==> src/rtl/jpeg_quant_seq.sv <==
// jpeg_quant_seq
//   Walks one 8x8 block (32 packed words, two signed 16-bit coefficients per
//   word) from the DCT result buffer through the external dual-lane quantizer.
//   The quantized words go to the quantized-block buffer. Software pulses
//   start_i once per block.
//
// Ports
//   clk_i, rst_i            clock, asynchronous active-high reset
//   start_i                 start one block (only honoured in IDLE)
//   hold_i                  output buffer busy: freezes the whole pipeline
//   busy_o, done_o          block in progress / one-cycle completion pulse
//   src_addr_o, src_re_o    DCT buffer read port (sync RAM, 1-cycle latency)
//   src_data_i              coefficient word {lane1, lane2}
//   rec_addr_o, rec_re_o    reciprocal table read port (mirrors src port)
//   rec_data_i              reciprocal word {lane1, lane2}
//   q_x_o, q_rec1_o/2_o     operands to the combinational quantizer
//   q_x_i                   quantizer result
//   dst_addr_o, dst_data_o  registered write address / data
//   dst_we_o                output buffer write strobe
//
// Flow control: hold_i is a stall with no valid/ready pairing. While it is
// high, no read is issued and every pipeline register keeps its value. The
// source RAMs keep their outputs because re stays low. A word in stage C is
// written on the first cycle with hold_i low.

module jpeg_quant_seq #(
   parameter int WORDS = 32,
   parameter int AW    = 5
) (
   input  logic          clk_i,
   input  logic          rst_i,
   input  logic          start_i,
   input  logic          hold_i,
   output logic          busy_o,
   output logic          done_o,
   output logic [AW-1:0] src_addr_o,
   output logic          src_re_o,
   input  logic [31:0]   src_data_i,
   output logic [AW-1:0] rec_addr_o,
   output logic          rec_re_o,
   input  logic [31:0]   rec_data_i,
   output logic [31:0]   q_x_o,
   output logic [15:0]   q_rec1_o,
   output logic [15:0]   q_rec2_o,
   input  logic [31:0]   q_x_i,
   output logic [AW-1:0] dst_addr_o,
   output logic [31:0]   dst_data_o,
   output logic          dst_we_o
);

   typedef enum logic [1:0] {
      S_IDLE  = 2'd0,
      S_RUN   = 2'd1,
      S_FLUSH = 2'd2,
      S_DONE  = 2'd3
   } state_t;

   state_t        state_q, state_d;
   logic [AW-1:0] rd_cnt_q, rd_cnt_d;

   // Stage B: the RAM output is valid for the word read last cycle.
   logic          vld_b_q;
   logic [AW-1:0] addr_b_q;
   // Stage C: registered quantizer result waiting for its write strobe.
   logic          vld_c_q;
   logic [AW-1:0] dst_addr_q;
   logic [31:0]   dst_data_q;

   logic          issue;

   assign issue = (state_q == S_RUN) && !hold_i;

   always_comb begin
      state_d  = state_q;
      rd_cnt_d = rd_cnt_q;
      case (state_q)
         S_IDLE: begin
            if (start_i) begin
               state_d  = S_RUN;
               rd_cnt_d = '0;
            end
         end
         S_RUN: begin
            if (issue) begin
               rd_cnt_d = rd_cnt_q + AW'(1);
               if (rd_cnt_q == AW'(WORDS - 1)) begin
                  state_d = S_FLUSH;
               end
            end
         end
         S_FLUSH: begin
            // Stage B is already empty. An unheld edge moves the stage-C
            // word out through its write, so both stages are empty after
            // this edge.
            if (!hold_i && !vld_b_q) begin
               state_d = S_DONE;
            end
         end
         S_DONE: begin
            state_d = S_IDLE;
         end
         default: begin
            state_d = S_IDLE;
         end
      endcase
   end

   always_ff @(posedge clk_i or posedge rst_i) begin
      if (rst_i) begin
         state_q  <= S_IDLE;
         rd_cnt_q <= '0;
      end else begin
         state_q  <= state_d;
         rd_cnt_q <= rd_cnt_d;
      end
   end

   always_ff @(posedge clk_i or posedge rst_i) begin
      if (rst_i) begin
         vld_b_q    <= 1'b0;
         addr_b_q   <= '0;
         vld_c_q    <= 1'b0;
         dst_addr_q <= '0;
         dst_data_q <= '0;
      end else if (!hold_i) begin
         vld_b_q <= issue;
         if (issue) begin
            addr_b_q <= rd_cnt_q;
         end
         vld_c_q <= vld_b_q;
         if (vld_b_q) begin
            dst_addr_q <= addr_b_q;
            dst_data_q <= q_x_i;
         end
      end
   end

   assign busy_o     = (state_q != S_IDLE);
   assign done_o     = (state_q == S_DONE);
   assign src_addr_o = rd_cnt_q;
   assign rec_addr_o = rd_cnt_q;
   assign src_re_o   = issue;
   assign rec_re_o   = issue;
   assign q_x_o      = src_data_i;
   assign q_rec1_o   = rec_data_i[31:16];
   assign q_rec2_o   = rec_data_i[15:0];
   assign dst_addr_o = dst_addr_q;
   assign dst_data_o = dst_data_q;
   assign dst_we_o   = vld_c_q && !hold_i;

endmodule

==> config.mk <==
export PLATFORM = sky130hd
export DESIGN_NAME = jpeg_quant_seq
export DESIGN_NICKNAME = d
export VERILOG_FILES = /design/src/rtl/jpeg_quant_seq.sv
export SDC_FILE = /design/constraint.sdc
export NUM_CORES = 1
export LEC_CHECK = 0
export CAP_MARGIN = 40
export CORE_MARGIN = 1.5
export CORE_UTILIZATION = 34
export DETAILED_ROUTE_END_ITERATION = 10
export GPL_TIMING_DRIVEN = 0
export HOLD_SLACK_MARGIN = 0.15
export PLACE_DENSITY = 0.82
export SLEW_MARGIN = 20
export SYNTH_ARGS = -nofsm -noshare
export SYNTH_HDL_FRONTEND = slang
export SYNTH_SLANG_ARGS = --single-unit
==> constraint.sdc <==
create_clock -name clk_i -period 2.05 [get_ports clk_i]
set_input_delay 0.5125 -clock clk_i [delete_from_list [all_inputs] [get_ports clk_i]]
set_output_delay 0.5125 -clock clk_i [all_outputs]
set_load 0.02 [all_outputs]
==> metrics.txt <==
# TYPE chip_impl_metric gauge
chip_impl_metric{name="synthesis.area",unit="sq um"} 2740
chip_impl_metric{name="cp_num_buf_inv",unit=""} 2
chip_impl_metric{name="fin_setup_tns",unit="ns"} 0
chip_impl_info{name="run_status",value="finished clean"} 1
chip_impl_metric{name="post_drt_wl_per_cell",unit="microns"} 13.8
chip_impl_metric{name="timing.critical_path.arrival",unit="ns"} 1.46
chip_impl_info{name="cp_delay_by_family_top",value="buffers and inverters"} 1
chip_impl_metric{name="start_util",unit=""} 0.352
chip_impl_metric{name="grt_start_max_net_pins",unit=""} 27
chip_impl_metric{name="total_vias_in_the_final_route",unit=""} 2089
chip_impl_metric{name="number_of_levels_the_h_tree_was_split_into",unit=""} 2
chip_impl_metric{name="clk_pin_slew",unit="ns"} 0.09
chip_impl_info{name="worstReg2RegEnd",value="state_q[1]"} 1
chip_impl_info{name="startpoint_type",value="flip-flop"} 1
chip_impl_metric{name="ports",unit=""} 216
chip_impl_metric{name="gp_routability_congestion",unit=""} 0.733
chip_impl_metric{name="m2_gr_usage",unit=""} 0.265
chip_impl_metric{name="ff_latch_area",unit="sq um"} 1280
chip_impl_metric{name="globalRouteMet3Util",unit=""} 0.0484
chip_impl_info{name="grt_setup_unrepaired",value="no"} 1
chip_impl_info{name="synth.area.top_cells",value="sky130_fd_sc_hd__dfrtp_1, sky130_fd_sc_hd__buf_4, sky130_fd_sc_hd__mux2_4, sky130_fd_sc_hd__mux2_2, sky130_fd_sc_hd__ha_1"} 1
chip_impl_metric{name="grtUsageMet1",unit=""} 0.174
chip_impl_metric{name="number_of_buffers_added_by_the_clock_tree_synthesis_step",unit=""} 5
chip_impl_metric{name="number_of_global_route_vias_before_repair",unit=""} 2113
chip_impl_metric{name="fmax",unit="MHz"} 507
chip_impl_metric{name="leakage",unit="nW"} 2.06
chip_impl_metric{name="net_count_after_synthesis",unit=""} 320
chip_impl_metric{name="detail_route.first_pass.iterations",unit=""} 4
chip_impl_metric{name="drt_first_iter_violations",unit=""} 32
chip_impl_metric{name="worst-r2r-setup-slack",unit="ns"} 0.30
chip_impl_info{name="cp_slowest_cell",value="sky130_fd_sc_hd__clkdlybuf4s50_1"} 1
chip_impl_metric{name="nets",unit=""} 481
chip_impl_metric{name="clk_path_buf_depth",unit=""} 2
chip_impl_info{name="cts_root_buf",value="sky130_fd_sc_hd__clkbuf_8"} 1
chip_impl_metric{name="final.period_utilization",unit=""} 0.963
chip_impl_info{name="layout_commonest_cell",value="sky130_fd_sc_hd__clkdlybuf4s50_1"} 1
chip_impl_metric{name="antenna-diode-count",unit=""} 0
chip_impl_metric{name="ff2ff_path_depth",unit=""} 5
chip_impl_metric{name="cpPeakStageDelay",unit="ns"} 0.59
chip_impl_metric{name="postSynthAreaPerCell",unit="sq um"} 12.8
chip_impl_metric{name="setup_violations",unit=""} 0
chip_impl_info{name="worst_hold_path.endpoint",value="vld_c_q"} 1
chip_impl_metric{name="clock_insertion_delay_worst_skew",unit="ns"} 0.30
chip_impl_metric{name="die_width",unit="microns"} 92.7
chip_impl_info{name="hold_wc_startpoint",value="vld_c_q"} 1
chip_impl_metric{name="final.setup_skew",unit="ns"} 0.00833
chip_impl_metric{name="count_of_flip_flops_with_a_built_in_enable_after_synthesis",unit=""} 0
chip_impl_metric{name="timing.final.max_slew_violations",unit=""} 0
chip_impl_metric{name="async_flop_share",unit=""} 1.00
chip_impl_metric{name="detail_route.drc_violations",unit=""} 0
chip_impl_metric{name="post_route_cells_drive_above_1_share",unit=""} 0.379
chip_impl_metric{name="gr-usage-all-layers",unit=""} 0.150
chip_impl_metric{name="die_h",unit="microns"} 92.7
chip_impl_info{name="globalRoute.busiestLayer",value="met2"} 1
chip_impl_metric{name="biggest_fanout_along_the_worst_timing_path",unit=""} 7
chip_impl_metric{name="routed_via_density",unit=""} 4.38
chip_impl_metric{name="cts.sinks",unit=""} 51
chip_impl_metric{name="final_cells",unit=""} 477
chip_impl_metric{name="port-buffer-count",unit=""} 151
chip_impl_info{name="rr_startpoint",value="rec_addr_o[0]"} 1
chip_impl_info{name="tritoncts",value="yes"} 1
chip_impl_metric{name="total_die_area",unit="sq um"} 8600
chip_impl_metric{name="fill_cells",unit=""} 635
chip_impl_info{name="synth_ff_type",value="sky130_fd_sc_hd__dfrtp_1"} 1
chip_impl_metric{name="min_delay_path_depth",unit=""} 1
chip_impl_info{name="synth_top_area_cell",value="sky130_fd_sc_hd__dfrtp_1"} 1
chip_impl_metric{name="cp_data_required_time",unit="ns"} 1.54
chip_impl_metric{name="p_per_area",unit="nW/um^2"} 1180
chip_impl_info{name="hold_path.class",value="reg -> reg"} 1
chip_impl_metric{name="multiInputGateArea",unit="sq um"} 886
chip_impl_metric{name="top_cell_type_s_share_of_synthesized_area",unit=""} 0.466
chip_impl_metric{name="place.detailed.instances",unit=""} 468
chip_impl_metric{name="final_period_demand_of_the_worst_path",unit="ns"} 1.97
chip_impl_metric{name="area_growth_from_synthesis_to_final_layout",unit="%"} 64.9
chip_impl_metric{name="max_slew_margin",unit=""} 0.620
chip_impl_metric{name="number_of_antenna_violations_at_the_first_check_in_global_routing",unit=""} 0
chip_impl_metric{name="timing_hold_violations_final",unit=""} 0
chip_impl_metric{name="synthesis.instances",unit=""} 214
chip_impl_metric{name="distinct_cells_synth",unit=""} 32
chip_impl_metric{name="yosysWarnings",unit=""} 0
chip_impl_metric{name="placeableCoreArea",unit="sq um"} 7770
chip_impl_metric{name="globalRoute.totalOverflow",unit=""} 0
chip_impl_info{name="crit_path_end_kind",value="output port"} 1
chip_impl_metric{name="core.rowCount",unit=""} 32
chip_impl_metric{name="synth_seq_area_share",unit=""} 0.466
chip_impl_info{name="critical_path.cell_chain",value="buf_4 -> clkdlybuf4s50_1"} 1
chip_impl_metric{name="drt_wl_total",unit="microns"} 6570
chip_impl_metric{name="final_antenna_net_count",unit=""} 0
chip_impl_metric{name="dp_hpwl",unit="microns"} 5270
chip_impl_metric{name="drv.max_cap_violation_count",unit=""} 0
chip_impl_metric{name="synth-seq-cells",unit=""} 51
chip_impl_info{name="critical_path_class",value="reg -> out"} 1
chip_impl_metric{name="grt_first_pass_wirelength",unit="microns"} 10100
chip_impl_metric{name="tightest_slew",unit="ns"} 0.568
chip_impl_metric{name="max-vdd-ir-drop",unit="mV"} 0.434
chip_impl_info{name="layout.cells.most_common_list",value="sky130_fd_sc_hd__clkdlybuf4s50_1, sky130_fd_sc_hd__buf_4, sky130_fd_sc_hd__dfrtp_1"} 1
-- Yosys cell counts, types with 2 or more instances --
cell,number
sky130_fd_sc_hd__buf_6,3
sky130_fd_sc_hd__nand2b_1,2
sky130_fd_sc_hd__mux2_2,23
sky130_fd_sc_hd__inv_1,4
sky130_fd_sc_hd__a22oi_1,2
sky130_fd_sc_hd__ha_1,6
sky130_fd_sc_hd__buf_4,70
sky130_fd_sc_hd__mux2_4,19
sky130_fd_sc_hd__nand2_1,2
sky130_fd_sc_hd__o2bb2ai_1,3
sky130_fd_sc_hd__a21o_1,2
sky130_fd_sc_hd__nor2b_1,6
sky130_fd_sc_hd__buf_2,2
sky130_fd_sc_hd__o21ai_1,2
sky130_fd_sc_hd__dfrtp_1,51
-- cell type report --
cell class | instances | area share
repair buffers | 154 | 0.341
inverters | 5 | 0.00471
flip-flops and latches | 51 | 0.284
plain buffers | 75 | 0.127
clock inverters | 2 | 0.00305
multi-input cells | 83 | 0.196
well taps | 102 | 0.0283
clock buffers | 5 | 0.0152
-- registers in the layout, summed over array words and instances, names as in the netlist --
signal      cells
vld_c_q         1
addr_b_q        5
vld_b_q         1
dst_addr_o      5
dst_data_o     32
rec_addr_o      5
state_q         2
-- stage by stage --
stage	utilization	instance area, sq um	hold WS, ns	setup WS (ns)	power [mW]
detailed placement	0.566	4400	0.465	-0.682	4.76
global placement	0.563	4380	0.459	-0.683	4.67
global route	0.581	4510	0.518	0.00814	5.64
floorplan	-	2740	0.446	0.303	3.45
CTS	0.577	4480	0.486	-0.0516	5.34
finish	0.581	4510	0.481	0.0765	5.31
-- cells by family after synthesis --
| family | count (synthesis) | share of synthesized area |
|---|---|---|
| compound gates | 15 | 0.0434 |
| flops | 51 | 0.466 |
| buf+inv | 80 | 0.215 |
| simple gates | 18 | 0.0416 |
| fa+ha+maj | 6 | 0.0274 |
| mux | 44 | 0.207 |
-- power by group --
group	switching (mW)	internal (mW)
Clock	0.323	0.234
Sequential	0.281	1.47
Combinational	1.33	1.68
-- routing by layer --
layer | up-vias | routed length, microns
met5 | - | 0
met4 | 0 | 22
met3 | 3 | 659
met2 | 134 | 3300
met1 | 980 | 2590
li1 | 972 | -
-- what timing repair did --
action | in CTS | in global routing
setup endpoints to repair | 6 | 8
setup buffers | 1 | 1
gates cloned | 0 | 0
hold buffers | 0 | 0
pin swaps | 1 | 1
gates resized for setup | 16 | 10
-- worst max-delay path by stage --
stage / from / cells past startpoint / slack (ns) / end
2_1_floorplan: rec_addr_o[0] / 5 / 0.30 / state_q[1]
3_3_place_gp: rst_i / 2 / -0.68 / dst_data_o[21]
3_5_place_dp: hold_i / 5 / -0.68 / src_re_o
4_1_cts: hold_i / 5 / -0.05 / src_re_o
5_1_grt: state_q[1] / 4 / 0.008 / busy_o
6_report: rec_addr_o[3] / 2 / 0.08 / src_addr_o[3]
No activity file was read; power rests on OpenSTA's default activity.
